$ cat config.mk
export PLATFORM = sky130hd
export DESIGN_NAME = pipe_stage_buf
export DESIGN_NICKNAME = d
export VERILOG_FILES = /design/src/rtl/pipe_pkg.sv /design/src/rtl/pipe_stage_perf.sv /design/src/rtl/pipe_stage_buf.sv
export SDC_FILE = /design/constraint.sdc
export NUM_CORES = 1
export LEC_CHECK = 0
export BUFFER_PORTS_ARGS = -buffer_cell sky130_fd_sc_hd__buf_4
export CAP_MARGIN = 10
export CORE_ASPECT_RATIO = 1.1
export CORE_MARGIN = 2
export CORE_UTILIZATION = 42
export DETAILED_ROUTE_END_ITERATION = 16
export HOLD_SLACK_MARGIN = 0.1
export PLACE_DENSITY = 0.82
export SLEW_MARGIN = 0
export SYNTH_ARGS = -nofsm -noshare
export SYNTH_HDL_FRONTEND = slang
export SYNTH_HIERARCHICAL = 1
export SYNTH_SLANG_ARGS = --single-unit
$ cat constraint.sdc
create_clock -name clk -period 3.65 [get_ports clk]
set_input_delay 0.73 -clock clk [delete_from_list [all_inputs] [get_ports clk]]
set_output_delay 0.73 -clock clk [all_outputs]
set_load 0.01 [all_outputs]
$ cat src/rtl/pipe_pkg.sv
// Shared types and helpers for the f-d-e-m-w pipeline stage buffers.
// Stages pack these payload structs into the flat pre_data bus of pipe_stage_buf.
package pipe_pkg;

  localparam int PERF_CW = 32;

  // Pointer width for a DEPTH-entry ring; a single-entry ring still needs one bit.
  function automatic int ptr_w(input int depth);
    int w;
    w = $clog2(depth);
    return (w < 1) ? 1 : w;
  endfunction

  typedef enum logic [3:0] {
    ALU_ADD  = 4'd0,
    ALU_SUB  = 4'd1,
    ALU_AND  = 4'd2,
    ALU_OR   = 4'd3,
    ALU_XOR  = 4'd4,
    ALU_SLL  = 4'd5,
    ALU_SRL  = 4'd6,
    ALU_SRA  = 4'd7,
    ALU_SLT  = 4'd8,
    ALU_SLTU = 4'd9,
    ALU_LUI  = 4'd10
  } alu_op_e;

  typedef enum logic [1:0] {
    MEM_NONE  = 2'd0,
    MEM_LOAD  = 2'd1,
    MEM_STORE = 2'd2
  } mem_op_e;

  typedef struct packed {
    logic [31:0] pc;
    logic [31:0] inst;
  } fd_payload_t;

  typedef struct packed {
    logic [31:0] pc;
    alu_op_e     alu_op;
    mem_op_e     mem_op;
    logic        rf_we;
    logic [4:0]  rf_waddr;
    logic [31:0] src1;
    logic [31:0] src2;
    logic [31:0] store_data;
  } de_payload_t;

  typedef struct packed {
    logic [31:0] pc;
    mem_op_e     mem_op;
    logic        rf_we;
    logic [4:0]  rf_waddr;
    logic [31:0] alu_result;
  } em_payload_t;

  typedef struct packed {
    logic [31:0] pc;
    logic        rf_we;
    logic [4:0]  rf_waddr;
    logic [31:0] rf_wdata;
  } mw_payload_t;

endpackage

$ cat src/rtl/pipe_stage_perf.sv
// Saturating stall/bubble cycle counters observed on one pipeline stage buffer.
// Instantiated by pipe_stage_buf only when PIPE_STAGE_PERF_EN is defined.
module pipe_stage_perf
  import pipe_pkg::*;
(
  input  logic               clk,
  input  logic               reset,
  input  logic               reg_valid,
  input  logic               cur_stall,
  input  logic               post_allowin,
  output logic [PERF_CW-1:0] stall_cycles,
  output logic [PERF_CW-1:0] bubble_cycles
);

  logic               w_stall_evt;
  logic               w_bubble_evt;
  logic [PERF_CW-1:0] r_stall_cycles;
  logic [PERF_CW-1:0] r_bubble_cycles;

  assign w_stall_evt  = reg_valid && (cur_stall || !post_allowin);
  assign w_bubble_evt = !reg_valid && post_allowin;

  // Counters stick at all-ones rather than wrapping; flush does not touch them.
  always_ff @(posedge clk or posedge reset) begin
    if (reset) begin
      r_stall_cycles  <= '0;
      r_bubble_cycles <= '0;
    end else begin
      if (w_stall_evt && (r_stall_cycles != '1)) begin
        r_stall_cycles <= r_stall_cycles + 1'b1;
      end
      if (w_bubble_evt && (r_bubble_cycles != '1)) begin
        r_bubble_cycles <= r_bubble_cycles + 1'b1;
      end
    end
  end

  assign stall_cycles  = r_stall_cycles;
  assign bubble_cycles = r_bubble_cycles;

endmodule

$ cat src/rtl/pipe_stage_buf.sv
// Elastic pipeline-stage register: DEPTH-entry ring buffer with valid/allowin handshake,
// stall and flush. Define PIPE_STAGE_PERF_EN to add stall_cycles/bubble_cycles outputs.
module pipe_stage_buf
  import pipe_pkg::*;
#(
  parameter int WIDTH       = 32,
  parameter int DEPTH       = 1,
  parameter int ALLOWIN_REG = 0
) (
  input  logic                       clk,
  input  logic                       reset,
  input  logic                       pre_valid,
  input  logic [WIDTH-1:0]           pre_data,
  output logic                       cur_allowin,
  input  logic                       cur_stall,
  input  logic                       flush,
  input  logic                       post_allowin,
  output logic                       goon_valid,
  output logic                       reg_valid,
  output logic [WIDTH-1:0]           data,
  output logic [$clog2(DEPTH+1)-1:0] count
`ifdef PIPE_STAGE_PERF_EN
  ,
  output logic [PERF_CW-1:0]         stall_cycles,
  output logic [PERF_CW-1:0]         bubble_cycles
`endif
);

  localparam int PTR_W = ptr_w(DEPTH);
  localparam int CNT_W = $clog2(DEPTH + 1);

  logic [WIDTH-1:0] r_mem [DEPTH];
  logic [PTR_W-1:0] r_wp;
  logic [PTR_W-1:0] r_rp;
  logic [CNT_W-1:0] r_cnt;

  logic             w_not_full;
  logic             w_push;
  logic             w_pop;
  logic [CNT_W-1:0] w_cnt_nxt;

  function automatic logic [PTR_W-1:0] ptr_inc(input logic [PTR_W-1:0] p);
    return (p == PTR_W'(DEPTH - 1)) ? '0 : p + 1'b1;
  endfunction

  assign reg_valid  = (r_cnt != '0);
  assign goon_valid = reg_valid && !cur_stall;
  assign w_not_full = (r_cnt < CNT_W'(DEPTH));
  assign w_pop      = goon_valid && post_allowin;
  assign w_push     = pre_valid && cur_allowin;

  // The registered variant drops the pop term so allowin never sees post_allowin.
  generate
    if (ALLOWIN_REG != 0) begin : g_allowin_reg
      assign cur_allowin = w_not_full;
    end else begin : g_allowin_comb
      assign cur_allowin = w_not_full || w_pop;
    end
  endgenerate

  // NOTE: the payload array has no reset; only occupancy and pointers define validity.
  always_ff @(posedge clk) begin
    if (w_push) begin
      r_mem[r_wp] <= pre_data;
    end
  end

  // NOTE: every always_comb output gets a default first so no latch is inferred.
  always_comb begin
    w_cnt_nxt = r_cnt;
    case ({w_push, w_pop})
      2'b10:   w_cnt_nxt = r_cnt + 1'b1;
      2'b01:   w_cnt_nxt = r_cnt - 1'b1;
      default: w_cnt_nxt = r_cnt;
    endcase
  end

  // NOTE: sequential state uses non-blocking assignments only.
  always_ff @(posedge clk or posedge reset) begin
    if (reset) begin
      r_wp  <= '0;
      r_rp  <= '0;
      r_cnt <= '0;
    end else if (flush) begin
      r_wp  <= '0;
      r_rp  <= '0;
      r_cnt <= '0;
    end else begin
      if (w_push) begin
        r_wp <= ptr_inc(r_wp);
      end
      if (w_pop) begin
        r_rp <= ptr_inc(r_rp);
      end
      r_cnt <= w_cnt_nxt;
    end
  end

  assign data  = r_mem[r_rp];
  assign count = r_cnt;

`ifdef PIPE_STAGE_PERF_EN
  pipe_stage_perf u_perf (
    .clk          (clk),
    .reset        (reset),
    .reg_valid    (reg_valid),
    .cur_stall    (cur_stall),
    .post_allowin (post_allowin),
    .stall_cycles (stall_cycles),
    .bubble_cycles(bubble_cycles)
  );
`endif

endmodule

* Word-level counts from Yosys, hierarchy flattened
Memories as Yosys holds them, arrays and structs flattened.
Cells that the tools add are included.
** Storage, ports and cells
- Register bits after elaboration :: 1
- Bits in latches :: 0
- Memory bits (writable) :: 32
- ROM bits :: 0
- Input bits :: 38
- Output and inout bits :: 36
- Word-level logic and storage cells :: 17
- Memories :: 1
** Cells by class
- Add/subtract/negate cells :: 2
- Multiply operators :: 0
- Div/mod/pow operators :: 0
- Order comparisons :: 1
- Equality and inequality tests :: 2
- Shift operators :: 0
- Multiplexer cells :: 4
- Bitwise logic cells :: 0
- Reduce and logical (&&, ||, !) cells :: 6
** Memory list
- r_mem :: depth 1, bits a word 32, read ports 1, clocked after memory_dff 0, wr ports 1, line pipe_stage_buf.sv:32 : logic [WIDTH-1:0] r_mem [DEPTH];
** Operator list (count)
- $logic_and 1x1->1 :: 3
- $mux 1 :: 3
- $reduce_bool 3->1 :: 1
- $eq 2x1->1 const B :: 1
- $eq 2x2->1 const B :: 1
- $pmux 1 s2 :: 1
- $add 1x1->1 const B :: 1
- $logic_not 1->1 :: 1
- $logic_or 1x1->1 :: 1
- $lt 1x1->1 const B :: 1
- $sub 1x1->1 const B :: 1

* Longest topological paths before layout
- Depth after elaboration :: 8
- Gate-level depth with buffers :: 2
- Gate-level depth less buffers :: 2

* Least setup slack after synthesis
No wires, ideal clock.
- Kind :: in2reg
- Start :: in cur_stall
- End :: mem r_mem[0][0], enable pin
- Arrival time :: 2.448 ns
- Required time :: 3.220 ns
- Path slack :: 0.773 ns
- Cell stages on the path :: 2
- Buffers on the path :: 0
- Path through :: nand2b_1 > a21boi_1
** On the way
- Cells in the longest elaborated chain, start to end :: 7
** Ends and longest elaborated chain
- from (decl) :: line pipe_stage_buf.sv:15 : input logic cur_stall,
- $logic_not 1->1 :: line pipe_stage_buf.sv:47 : assign goon_valid = reg_valid && !cur_stall;
- $logic_and 1x1->1 :: line pipe_stage_buf.sv:47
- $logic_and 1x1->1 :: line pipe_stage_buf.sv:49 : assign w_pop = goon_valid && post_allowin;
- $logic_or 1x1->1 :: line pipe_stage_buf.sv:57 : assign cur_allowin = w_not_full || w_pop;
- $logic_and 1x1->1 :: line pipe_stage_buf.sv:50 : assign w_push = pre_valid && cur_allowin;
- net w_push :: line pipe_stage_buf.sv:38 : logic w_push;
- $mux 1 :: line pipe_stage_buf.sv:63 : if (w_push) begin
- $mux 1 (implied by the code) :: line pipe_stage_buf.sv:64 : r_mem[r_wp] <= pre_data;
- to (decl) :: line pipe_stage_buf.sv:32
The timed path passes the listed nets, and every way through them passes these cells.

* Worst setup path after layout
- Start :: in cur_stall
- End :: out cur_allowin
** On the way
- Cells in the longest elaborated chain, start to end :: 4
** Ends and longest elaborated chain
- $logic_not 1->1 :: line pipe_stage_buf.sv:47
- $logic_and 1x1->1 :: line pipe_stage_buf.sv:47
- $logic_and 1x1->1 :: line pipe_stage_buf.sv:49
- $logic_or 1x1->1 :: line pipe_stage_buf.sv:57
- to (decl) :: line pipe_stage_buf.sv:14 : output logic cur_allowin,
Every way passes these cells.

==> results list <==
* Number of nets in the synthesized netlist: 80
- For this run, the detailed router's first-pass iteration total came to 3.
- Number of filler cells placed in the layout: 164
- From bottom edge to top edge, the die measures 56.2 um.
* Clock edge transition at the registers on the reported setup and hold paths: 90 ps
* YS warnings: 6
- In this run the register-to-register setup slack is 2010 ps.
- Num Clock Sinks: 33
* Most frequent cell on the critical path: sky130_fd_sc_hd__buf_4
- Routed WL per cell: 12.4 um
* Synth Area in Compound Gates: 1.92%
* Total overflow reported by the global router: 0
- Util after Layout: 73.5%
* Via count of the first global-routing pass: 643
- STA classifies the critical path startpoint as a primary input.
- In this run the power spent charging and discharging nets is 150 uW.
- Cell variety after synth: 10
- Slew of the pin with the lowest slew margin: 961 ps
- After detailed placement, the design holds a cell count of 144.
* Simple-Gate Fraction of Synth Area: 2.28%
* Cells after synthesis: 42
- After Yosys synthesis, XOR and XNOR cells account for 0% of the synthesized area.
* Final GP Congestion: 0.699
- After synthesis, the largest family of logic cells by area is simple AND/OR/NAND/NOR gates.
* Top fanout value on the critical path: 3
- Synthesized area divided by synthesized cell count: 24.8 sq um
- Summing the areas of all fa, ha and maj instances in the mapped netlist gives 0% of the synthesized area.
- The portion of synthesized area spent on multiplexers is 0%.
- Share of final-layout standard cells stronger than drive strength 1: 66.4%
- VDD sags by at most 0.381 mV.
- Pwr Density: 440 nW/um^2
- Summed over all instances, the cell type with the most area after synthesis is sky130_fd_sc_hd__edfxtp_1.
- Sequential power share: 60.7%
* Leading register cell type out of synthesis: sky130_fd_sc_hd__edfxtp_1
- For this design the top-level I/O count stands at 74.
- The slowest stage of the critical path is the sky130_fd_sc_hd__nand2b_1 cell.
- The area growth from synthesis to layout is 62.3%.
- The routed layout has 678 vias.
- Final Skew: 6.55 ps
- Initial cell density of the core: 45.3%
- Non-Filler Cell Area, Final: 1690 sq um
- Setup violations remaining at the end of the flow were counted as 0.
- Subtracting the final worst setup slack from the clock period gives 1970 ps.
- The final layout contains routed wiring with a total length of 1880 um.
* Area share of the leading cell type in the synthesized netlist: 92.3%
* Post-detailed-placement cell area: 1630 sq um
* CTS tree: built
- Max-cap violations in this run came to 0.
* Top post-synthesis cells by count: sky130_fd_sc_hd__edfxtp_1, sky130_fd_sc_hd__nor2_1
- The synthesized netlist occupies a cell area of 1040 sq um.
* Setup Fix Bufs, Post-CTS: 0
- Die width: 51.5 um
* # hold bufs at CTS: 0
- Yosys reg bits: 33
- The clock network is responsible for 26.9% of the overall power.
- Cell types with the largest area share after synthesis: sky130_fd_sc_hd__edfxtp_1, sky130_fd_sc_hd__dfrtp_1, sky130_fd_sc_hd__a211oi_2, sky130_fd_sc_hd__a21boi_1, sky130_fd_sc_hd__buf_4
- Post-Layout Cell Count: 152
* Ordered cell list for the critical path: buf_4 > nand2b_1 > nand2_1 > buf_4
* Post-layout nets: 159
- In this design, the largest share of critical-path delay is due to simple AND/OR/NAND/NOR gates.
- The detailed router finished its first iteration with 6 violations.
- Number of hold-slack violations in the final timing report: 0
- Fmax achieved: 507 MHz
- Number of antenna-violating nets in the routed design: 0
- Total Die Area: 2890 sq um
- Data on the critical path arrives at its endpoint at 1240 ps.
- Largest net degree at the start of global routing: 33
* Type of the setup path with the least slack: in2out
* Setup tns final: 0 ps
* Bufs and invs on worst path: 2
- Of the available clock period, the critical path in the final layout requires 54.1%.
* Gate power share: 12.5%
* Path category of the worst min-delay check: in2async
* Count of pins over their slew limit: 0
* Initial antenna violation count: 0
- Counting along the longest clock path gives a buffer depth of 2.
- R2R Path End: r_mem[0][30]$_DFFE_PP_
- The analysis attributes to cell leakage a power of 0.731 nW.
- Source-to-sink clock delay at the later pin of the worst-skew pair: 320 ps
- Clock tree synthesis inserted a total of 5 buffers.
* Drc violations: 0
- Clock tree root buffer cell: sky130_fd_sc_hd__clkbuf_4
- The most common cell in the synthesized netlist is sky130_fd_sc_hd__edfxtp_1.
* Post-synth EDFFs: 32
- Row generation in the floorplan step produced 18 rows.
* Number of cells traversed by the worst register-to-register path: 1
- Total global-route track usage: 14.2%
- STA classifies the critical path endpoint as a primary output.
* Via density: 4.46
- Setup repair after global routing left no endpoint under its margin.
- The first global-routing pass estimated 2800 um of wire.
* Async S/R FF share, synth: 3.03%
- For this run, the register share of the synthesized area comes to 94.7%.
- Gates resized during post-CTS repair numbered 0.
- Delay of the slowest critical-path stage: 190 ps
- Buffers placed on the I/O ports in this run total 73.
- The flow ran to the end, and the final reports show no timing, DRC or antenna violations.
- Net switching is 20.1% of the power.
- CTS built an H-tree with a depth of 2.
- Cell internal power was estimated by the tool at 594 uW.
- The core region is 2300 sq um.
* Required time reported for the critical path endpoint: 2920 ps
* Rel. slew slack: 35.8%
- The worst register-to-register path begins at count$_DFFE_PP0P_.
- Antenna diodes: 0
-- stage by stage --
stage | power, mW | hold slack [ps] | setup WS, ps
after detailed placement | 0.554 | 576 | 1430
after CTS | 0.754 | 213 | 1670
after floorplan | 0.485 | 459 | 773
final | 0.743 | 234 | 1680
after global routing | 0.773 | 216 | 1640
after global placement | 0.551 | 575 | 1480
-- area by class of cell --
cell class                 count  area [sq um]  share of cell area [%]
timing repair buffer          73           548                    32.4
multi-input combinational      7          55.1                    3.26
tap                           30          37.5                    2.22
sequential                    33           986                    58.4
clock buffer                   8          58.8                    3.48
inverter                       1          3.75                   0.222
-- kinds of logic after synthesis --
logic type	Yosys count
AO/OA/AOI/OAI	2
buffers and inverters	2
flip-flops	33
AND/OR/NAND/NOR	5
-- power by group through the flow --
stage / logic (mW) / registers [mW] / clock network, mW
global route: 0.0997 / 0.454 / 0.220
global placement: 0.0920 / 0.459 / 0
detailed placement: 0.0940 / 0.460 / 0
finish: 0.0926 / 0.451 / 0.200
CTS: 0.0939 / 0.451 / 0.209
floorplan: 0.0128 / 0.472 / 0
-- flip-flops by register name, indices dropped and copies added (netlist names) --
signal	count
count	1
r_mem	32
-- how the worst max path moves through the flow --
stage	start	to	slack [ps]	cells after the start
2_1_floorplan	cur_stall	r_mem[0][0]$_DFFE_PP_	770	2
3_3_place_gp	cur_stall	r_mem[0][15]$_DFFE_PP_	1480	3
3_5_place_dp	cur_stall	r_mem[0][7]$_DFFE_PP_	1430	3
4_1_cts	cur_stall	cur_allowin	1670	4
5_1_grt	cur_stall	cur_allowin	1640	4
6_report	cur_stall	cur_allowin	1680	4
-- placed cells by master (no fill, tap or decap), drive strengths merged --
| cell type | n |
|---|---|
| a211oi | 1 |
| a21boi | 1 |
| buf | 73 |
| clkbuf | 8 |
| dfrtp | 1 |
| edfxtp | 32 |
| inv | 1 |
| nand2 | 1 |
| nand2b | 1 |
| nor2 | 2 |
| nor2b | 1 |
-- per-layer routing --
layer	up-vias	wire length (um)	GRT usage [%]
li1	319	-	-
met2	55	922	21.6
met4	0	46	10.2
met3	5	312	9.14
met1	299	600	13.6
met5	-	0	0
No activity file was read; power rests on OpenSTA's default activity.
